<file path="src/rtl/lc3_mem_arb_pkg.sv">
// Shared types and constants for the LC3 memory arbiter.
package lc3_mem_arb_pkg;

  localparam int LC3_ADDR_W = 16;
  localparam int LC3_DATA_W = 16;

  // Arbiter FSM encoding (kept as plain constants for legacy tools).
  localparam logic [1:0] ST_IDLE  = 2'd0;
  localparam logic [1:0] ST_ISSUE = 2'd1;
  localparam logic [1:0] ST_WAIT  = 2'd2;
  localparam logic [1:0] ST_RESP  = 2'd3;

  typedef enum logic {
    OWN_I = 1'b0,
    OWN_D = 1'b1
  } owner_e;

  // Data side wins a contested slot unless fetch has been starved too long.
  function automatic logic pick_data(input logic i_req, input logic d_req,
                                     input logic starved);
    return d_req && !(i_req && starved);
  endfunction

endpackage

</file>
<file path="src/rtl/lc3_mem_arbiter_if.sv">
// Bundle of fetch, data and memory signals around the arbiter.
// slave  : the arbiter's view.
// master : the surrounding requesters and memory model.
interface lc3_mem_arbiter_if
  import lc3_mem_arb_pkg::*;
#(
  parameter int ADDR_W = LC3_ADDR_W,
  parameter int DATA_W = LC3_DATA_W
);

  logic              i_req;
  logic [ADDR_W-1:0] i_addr;
  logic              i_gnt;
  logic              i_rvalid;
  logic [DATA_W-1:0] i_rdata;

  logic              d_req;
  logic              d_we;
  logic [ADDR_W-1:0] d_addr;
  logic [DATA_W-1:0] d_wdata;
  logic              d_gnt;
  logic              d_rvalid;
  logic [DATA_W-1:0] d_rdata;

  logic              mem_en;
  logic              mem_we;
  logic [ADDR_W-1:0] mem_addr;
  logic [DATA_W-1:0] mem_wdata;
  logic [DATA_W-1:0] mem_rdata;

  modport slave (
    input  i_req, i_addr, d_req, d_we, d_addr, d_wdata, mem_rdata,
    output i_gnt, i_rvalid, i_rdata, d_gnt, d_rvalid, d_rdata,
    output mem_en, mem_we, mem_addr, mem_wdata
  );

  modport master (
    output i_req, i_addr, d_req, d_we, d_addr, d_wdata, mem_rdata,
    input  i_gnt, i_rvalid, i_rdata, d_gnt, d_rvalid, d_rdata,
    input  mem_en, mem_we, mem_addr, mem_wdata
  );

endinterface

</file>
<file path="src/rtl/lc3_mem_arb_starve.sv">
// Saturating count of consecutive arbitrations fetch has lost to data.
module lc3_mem_arb_starve #(
  parameter int LIMIT = 3
) (
  input  logic clk,
  input  logic rst,
  input  logic win_i,
  input  logic lose_i,
  input  logic clear_i,
  output logic starved_o
);

  localparam logic [3:0] LIM = 4'(LIMIT);

  logic [3:0] cnt_q, cnt_d;

  // Next count: a fetch win or an idle fetch side restarts the count.
  always_comb begin
    cnt_d = cnt_q;
    if (win_i || clear_i) begin
      cnt_d = '0;
    end else if (lose_i && (cnt_q < LIM)) begin
      cnt_d = cnt_q + 4'd1;
    end
  end

  // Counter register.
  always_ff @(posedge clk or posedge rst) begin
    if (rst) begin
      cnt_q <= '0;
    end else begin
      cnt_q <= cnt_d;
    end
  end

  assign starved_o = (cnt_q >= LIM);

endmodule

</file>
<file path="src/rtl/lc3_mem_arbiter.sv">
// Two-requester arbiter in front of a single-ported LC3 memory.
// One access in flight at a time: IDLE -> ISSUE -> WAIT x MEM_LAT -> RESP.
// Arbitration only in IDLE and RESP, so back-to-back accesses cost MEM_LAT+2 cycles.
module lc3_mem_arbiter
  import lc3_mem_arb_pkg::*;
#(
  parameter int ADDR_W       = LC3_ADDR_W,
  parameter int DATA_W       = LC3_DATA_W,
  parameter int MEM_LAT      = 1,
  parameter int STARVE_LIMIT = 3
) (
  input  logic                   clk,
  input  logic                   rst,
  lc3_mem_arbiter_if.slave       bus,
  output logic                   busy_o
);

  localparam logic [2:0] LAT_LOAD = 3'(MEM_LAT - 1);

  logic [1:0]        state_q, state_d;
  owner_e            owner_q, owner_d;
  logic              we_q, we_d;
  logic [ADDR_W-1:0] addr_q, addr_d;
  logic [DATA_W-1:0] wdata_q, wdata_d;
  logic [2:0]        lat_q, lat_d;
  logic [DATA_W-1:0] i_rdata_q, i_rdata_d;
  logic [DATA_W-1:0] d_rdata_q, d_rdata_d;

  logic arb_en;
  logic any_req;
  logic starved;
  logic data_wins;
  logic st_issue;
  logic st_resp;

  assign arb_en    = (state_q == ST_IDLE) || (state_q == ST_RESP);
  assign any_req   = bus.i_req || bus.d_req;
  assign data_wins = pick_data(bus.i_req, bus.d_req, starved);

  lc3_mem_arb_starve #(
    .LIMIT (STARVE_LIMIT)
  ) u_starve (
    .clk       (clk),
    .rst       (rst),
    .win_i     (arb_en && bus.i_req && !data_wins),
    .lose_i    (arb_en && bus.i_req && data_wins),
    .clear_i   (arb_en && !bus.i_req),
    .starved_o (starved)
  );

  // Next-state: latch the winner on arbitration, time the memory, capture read data.
  always_comb begin
    state_d   = state_q;
    owner_d   = owner_q;
    we_d      = we_q;
    addr_d    = addr_q;
    wdata_d   = wdata_q;
    lat_d     = lat_q;
    i_rdata_d = i_rdata_q;
    d_rdata_d = d_rdata_q;
    case (state_q)
      ST_IDLE, ST_RESP: begin
        if (any_req) begin
          state_d = ST_ISSUE;
          owner_d = data_wins ? OWN_D : OWN_I;
          we_d    = data_wins && bus.d_we;
          addr_d  = data_wins ? bus.d_addr : bus.i_addr;
          wdata_d = data_wins ? bus.d_wdata : '0;
        end else begin
          state_d = ST_IDLE;
        end
      end
      ST_ISSUE: begin
        state_d = ST_WAIT;
        lat_d   = LAT_LOAD;
      end
      ST_WAIT: begin
        if (lat_q == 3'd0) begin
          state_d = ST_RESP;
          if (owner_q == OWN_D) begin
            d_rdata_d = we_q ? '0 : bus.mem_rdata;
          end else begin
            i_rdata_d = bus.mem_rdata;
          end
        end else begin
          lat_d = lat_q - 3'd1;
        end
      end
      default: state_d = ST_IDLE;
    endcase
  end

  // State and datapath registers; reset abandons any access in flight.
  always_ff @(posedge clk or posedge rst) begin
    if (rst) begin
      state_q   <= ST_IDLE;
      owner_q   <= OWN_I;
      we_q      <= 1'b0;
      addr_q    <= '0;
      wdata_q   <= '0;
      lat_q     <= '0;
      i_rdata_q <= '0;
      d_rdata_q <= '0;
    end else begin
      state_q   <= state_d;
      owner_q   <= owner_d;
      we_q      <= we_d;
      addr_q    <= addr_d;
      wdata_q   <= wdata_d;
      lat_q     <= lat_d;
      i_rdata_q <= i_rdata_d;
      d_rdata_q <= d_rdata_d;
    end
  end

  assign st_issue = (state_q == ST_ISSUE);
  assign st_resp  = (state_q == ST_RESP);

  assign bus.i_gnt     = st_issue && (owner_q == OWN_I);
  assign bus.d_gnt     = st_issue && (owner_q == OWN_D);
  assign bus.mem_en    = st_issue;
  assign bus.mem_we    = st_issue && we_q;
  assign bus.mem_addr  = st_issue ? addr_q : '0;
  assign bus.mem_wdata = st_issue ? wdata_q : '0;

  assign bus.i_rvalid  = st_resp && (owner_q == OWN_I);
  assign bus.d_rvalid  = st_resp && (owner_q == OWN_D);
  assign bus.i_rdata   = i_rdata_q;
  assign bus.d_rdata   = d_rdata_q;

  assign busy_o = st_issue || (state_q == ST_WAIT);

endmodule
</file>
<file path="src/flat_wrapper.sv">
// flat-port wrapper written by rule: the top's interface ports become plain ports
module lc3_mem_arbiter_flat import lc3_mem_arb_pkg::*;
#(
  parameter int ADDR_W       = LC3_ADDR_W,
  parameter int DATA_W       = LC3_DATA_W,
  parameter int MEM_LAT      = 1,
  parameter int STARVE_LIMIT = 3
)
  (clk, rst, busy_o, bus_i_req, bus_i_addr, bus_d_req, bus_d_we, bus_d_addr, bus_d_wdata, bus_mem_rdata, bus_i_gnt, bus_i_rvalid, bus_i_rdata, bus_d_gnt, bus_d_rvalid, bus_d_rdata, bus_mem_en, bus_mem_we, bus_mem_addr, bus_mem_wdata);
  lc3_mem_arbiter_if #(.ADDR_W(ADDR_W), .DATA_W(DATA_W)) bus_i ();
  input  logic clk;
  input  logic rst;
  output logic busy_o;
  input wire logic [$bits(bus_i.i_req)-1:0] bus_i_req;
  input wire logic [$bits(bus_i.i_addr)-1:0] bus_i_addr;
  input wire logic [$bits(bus_i.d_req)-1:0] bus_d_req;
  input wire logic [$bits(bus_i.d_we)-1:0] bus_d_we;
  input wire logic [$bits(bus_i.d_addr)-1:0] bus_d_addr;
  input wire logic [$bits(bus_i.d_wdata)-1:0] bus_d_wdata;
  input wire logic [$bits(bus_i.mem_rdata)-1:0] bus_mem_rdata;
  output wire logic [$bits(bus_i.i_gnt)-1:0] bus_i_gnt;
  output wire logic [$bits(bus_i.i_rvalid)-1:0] bus_i_rvalid;
  output wire logic [$bits(bus_i.i_rdata)-1:0] bus_i_rdata;
  output wire logic [$bits(bus_i.d_gnt)-1:0] bus_d_gnt;
  output wire logic [$bits(bus_i.d_rvalid)-1:0] bus_d_rvalid;
  output wire logic [$bits(bus_i.d_rdata)-1:0] bus_d_rdata;
  output wire logic [$bits(bus_i.mem_en)-1:0] bus_mem_en;
  output wire logic [$bits(bus_i.mem_we)-1:0] bus_mem_we;
  output wire logic [$bits(bus_i.mem_addr)-1:0] bus_mem_addr;
  output wire logic [$bits(bus_i.mem_wdata)-1:0] bus_mem_wdata;
  assign bus_i.i_req = bus_i_req;
  assign bus_i.i_addr = bus_i_addr;
  assign bus_i.d_req = bus_d_req;
  assign bus_i.d_we = bus_d_we;
  assign bus_i.d_addr = bus_d_addr;
  assign bus_i.d_wdata = bus_d_wdata;
  assign bus_i.mem_rdata = bus_mem_rdata;
  assign bus_i_gnt = bus_i.i_gnt;
  assign bus_i_rvalid = bus_i.i_rvalid;
  assign bus_i_rdata = bus_i.i_rdata;
  assign bus_d_gnt = bus_i.d_gnt;
  assign bus_d_rvalid = bus_i.d_rvalid;
  assign bus_d_rdata = bus_i.d_rdata;
  assign bus_mem_en = bus_i.mem_en;
  assign bus_mem_we = bus_i.mem_we;
  assign bus_mem_addr = bus_i.mem_addr;
  assign bus_mem_wdata = bus_i.mem_wdata;
  lc3_mem_arbiter #(.ADDR_W(ADDR_W), .DATA_W(DATA_W), .MEM_LAT(MEM_LAT), .STARVE_LIMIT(STARVE_LIMIT)) u_core (.clk(clk), .rst(rst), .bus(bus_i), .busy_o(busy_o));
endmodule
</file>
<file path="config.mk">
export PLATFORM = sky130hd
export DESIGN_NAME = lc3_mem_arbiter_flat
export DESIGN_NICKNAME = d
export VERILOG_FILES = /design/src/rtl/lc3_mem_arb_pkg.sv /design/src/rtl/lc3_mem_arbiter_if.sv /design/src/rtl/lc3_mem_arb_starve.sv /design/src/rtl/lc3_mem_arbiter.sv /design/src/flat_wrapper.sv
export SDC_FILE = /design/constraint.sdc
export NUM_CORES = 1
export LEC_CHECK = 0
export BUFFER_PORTS_ARGS = -buffer_cell sky130_fd_sc_hd__buf_2
export CORE_ASPECT_RATIO = 0.5
export CORE_MARGIN = 5
export CORE_UTILIZATION = 45
export CTS_CLUSTER_SIZE = 10
export DETAILED_ROUTE_END_ITERATION = 16
export PLACE_DENSITY = 0.75
export RECOVER_POWER = 25
export SYNTH_ARGS = -nofsm -noshare
export SYNTH_HDL_FRONTEND = slang
export SYNTH_SLANG_ARGS = --single-unit
</file>
<file path="constraint.sdc">
create_clock -name clk -period 2.85 [get_ports clk]
set_clock_uncertainty 0.15 [all_clocks]
set_input_delay 0.57 -clock clk [delete_from_list [all_inputs] [get_ports clk]]
set_output_delay 0.57 -clock clk [all_outputs]
set_load 0.01 [all_outputs]
</file>
==> impl_metrics.toml <==
[min_path]
hp-start = "bus_d_wdata[4]"
hold_depth = 2
min_path_type = "in -> reg"
min_to = "u_core.wdata_q[4]"

[worst_setup_path]
r2r-end = "u_core.bus.i_rdata[9]"
worst-r2r-setup-slack_ns = 0.55
regToRegStartpoint = "u_core.lat_q[0]"
cp-end-kind = "output pin"
critical_path.max_fanout = 18
path_class = "reg -> out"
crit_start = "u_core.state_q[0]"
critPathRequiredTime_ns = 2.13
critPathLaunchType = "register"
rr_worst_depth = 6
critPathArrivalTime_ns = 1.75

[placed_design]
numPortBuffers = 139
dp_hpwl_mm = 6.06
place.gp.congestion = 0.774
dp_slack_ns = 0.568

[clocking]
cts_buffer_depth = 2
cts_root_buffer = "clkbuf_16"
cts_setup_buffers = 0
clock_latency_ns = 0.33
htreeDepth = 3
clk_pin_slew_ns = 0.06
cts_hold_buffers = 0
cts_tree = "yes"
cts_made_buffers = 9
cts_resized = 0
cts.sinks = 75

[layout]
diodes = 0
nFillCells = 634
multi_input_area_mm2 = 0.00148
syn_to_final_growth_pct = 32.2
final_layout_size_suffix_gt1_share_pct = 40.1
finalNetCount = 529
regArea_mm2 = 0.00188

[sta]
clock.fmax_mhz = 404
rsz0062_at_grt = "no"
final-hold-violation-count = 0
worstMarginPinSlew_ns = 1.79
tns_ns = 0
fin_crit_sh_pct = 86.7
period_minus_slack_ns = 2.47
setup_violations = 0
fin_ws_ns = 0.378
slew_headroom_pct = -19.5
maxSlewViolCount = 76

[synth]
avgSynthCellArea_um2 = 11.0
yosysSeqAreaShare_pct = 53.1
syn_inst = 321
ys_seq_elements = 75
yosysTopAreaCell = "dfrtp_1"
yosys.area.top_type_share_pct = 53.1
yosysUniqueCellTypes = 29
netlist_area_mm2 = 0.00353
yosys-top-cells-area = "dfrtp_1 (53%), and2_1 (6.4%), nand2_1 (5.3%), a22o_1 (4.7%), mux2_4 (4.3%)"
syn-num-nets = 396
yosysWarnings = 0

[floorplan]
die_h_um = 72.6
core-area_mm2 = 0.00749
die_x_um = 135
io_pins = 140
start_util_pct = 47.2
rows = 22
dieArea_mm2 = 0.00983

[route]
wl_per_cell_um = 15.0
dr.pass1.iters = 4
met1Wirelength_mm = 3.79
wl_met2_mm = 4.18
drc = 0
first_iter_violations = 122
highest_layer = "met4"
antenna_left = 0
totalWireLength_mm = 8.52
routed_via_density = 4.90
dr_total_vias = 2779
dr_wl_met3_um = 453

[global_route]
grt_max_degree = 76
grtUsageTotal_pct = 17.8
gr-total-overflow = 0
grt_pass1_vias = 2728
grt_first_pass_wirelength_mm = 13.7
antenna_found_initial = 0

[pwr]
p_leak_nw = 2.45
p_per_area_mw_per_mm2 = 1200
ir_drop_mv = 0.490

[status]
violations = "max-capacitance violations, max-slew violations"
run_status = "complete, but fails checks"

[job]
cap_violations = 1
## through the flow
stage | instances | util, % | instance area, um^2 | hold WS (ns) | power (mW)
floorplan | 321 | - | 3530 | 0.298 | 3.44
global placement | 551 | 57.4 | 4300 | 0.306 | 4.12
detailed placement | 551 | 57.4 | 4300 | 0.318 | 4.19
CTS | 567 | 62.6 | 4680 | 0.187 | 5.68
global route | 567 | 62.4 | 4670 | 0.301 | 6.01
finish | 567 | 62.4 | 4670 | 0.304 | 5.61
## cell usage in the layout, fill, tap and decap left out, types with 6 or more instances in the layout
| cell | n |
|---|---|
| clkbuf_16 | 9 |
| a22o_1 | 19 |
| buf_2 | 139 |
| ha_1 | 6 |
| mux2_1 | 6 |
| nand2b_1 | 17 |
| inv_1 | 6 |
| o21ai_0 | 17 |
| dfrtp_1 | 75 |
| o211ai_1 | 6 |
| and2_1 | 36 |
| nand2_1 | 50 |
| mux2_4 | 10 |
| nand4_1 | 16 |
| o211ai_2 | 10 |
## where the power goes
| part | switching [mW] | leakage [nW] | internal (mW) |
|---|---|---|---|
| registers | 0.277 | 0.932 | 1.55 |
| clock network | 0.431 | 0.190 | 1.03 |
| logic | 1.27 | 1.33 | 1.05 |
## worst max path at each step
stage,slack [ns],depth (start not counted),end
6_report,0.38,4,busy_o
5_1_grt,0.26,4,busy_o
4_1_cts,0.38,4,busy_o
3_5_place_dp,0.57,6,u_core.bus.i_rdata[14]
3_3_place_gp,0.63,4,u_core.wdata_q[2]
2_1_floorplan,0.22,1,u_core.addr_q[0]
## worst max-delay path: stages (launching register included)
cell     delay, ns
dfrtp_1       0.38
inv_1         0.06
ha_1          0.64
inv_1         0.16
buf_2         0.18
## per-layer routing
metal | up-vias | global-route usage (%)
met5 | - | 0
met4 | 0 | 6.03
met3 | 9 | 4.61
met2 | 72 | 29.7
met1 | 1331 | 22.8
li1 | 1367 | -
## Yosys cell counts
cell type,count
a21o_1,2
a21oi_1,2
a22o_1,19
and2_1,36
and3_1,2
buf_12,1
buf_2,4
buf_4,1
buf_6,4
clkbuf_1,14
dfrtp_1,75
ha_1,6
inv_1,7
mux2_1,6
mux2_4,10
nand2_1,50
nand2b_1,17
nand3_1,1
nand4_1,16
nor2_1,4
nor2b_1,5
o211ai_1,6
o211ai_2,10
o21a_1,1
o21ai_0,17
o21ai_2,1
o2bb2ai_1,2
o31ai_4,1
or2_1,1
## flip-flops by register name (all words and copies together) (netlist names)
signal,cells
u_core.addr_q,16
u_core.bus.d_rdata,16
u_core.bus.i_rdata,16
u_core.lat_q,3
u_core.owner_q,1
u_core.state_q,2
u_core.u_starve.cnt_q,4
u_core.wdata_q,16
u_core.we_q,1
## logic make-up after synthesis
logic type / share of synthesized area [%]
AND/OR/NAND/NOR: 19.5
flip-flops: 53.1
AO/OA/AOI/OAI: 14.2
buffers and inverters: 4.85
multiplexers: 6.16
adder cells (fa/ha/maj): 2.13
## cell type report
| type | count | area share (%) |
|---|---|---|
| repair buffers | 146 | 16.2 |
| multi-input cells | 215 | 31.8 |
| clock buffers | 9 | 4.82 |
| well taps | 108 | 2.89 |
| flip-flops and latches | 75 | 40.2 |
| inverters | 7 | 0.563 |
| clock inverters | 7 | 3.51 |
Power figures use the tool's default switching activity.
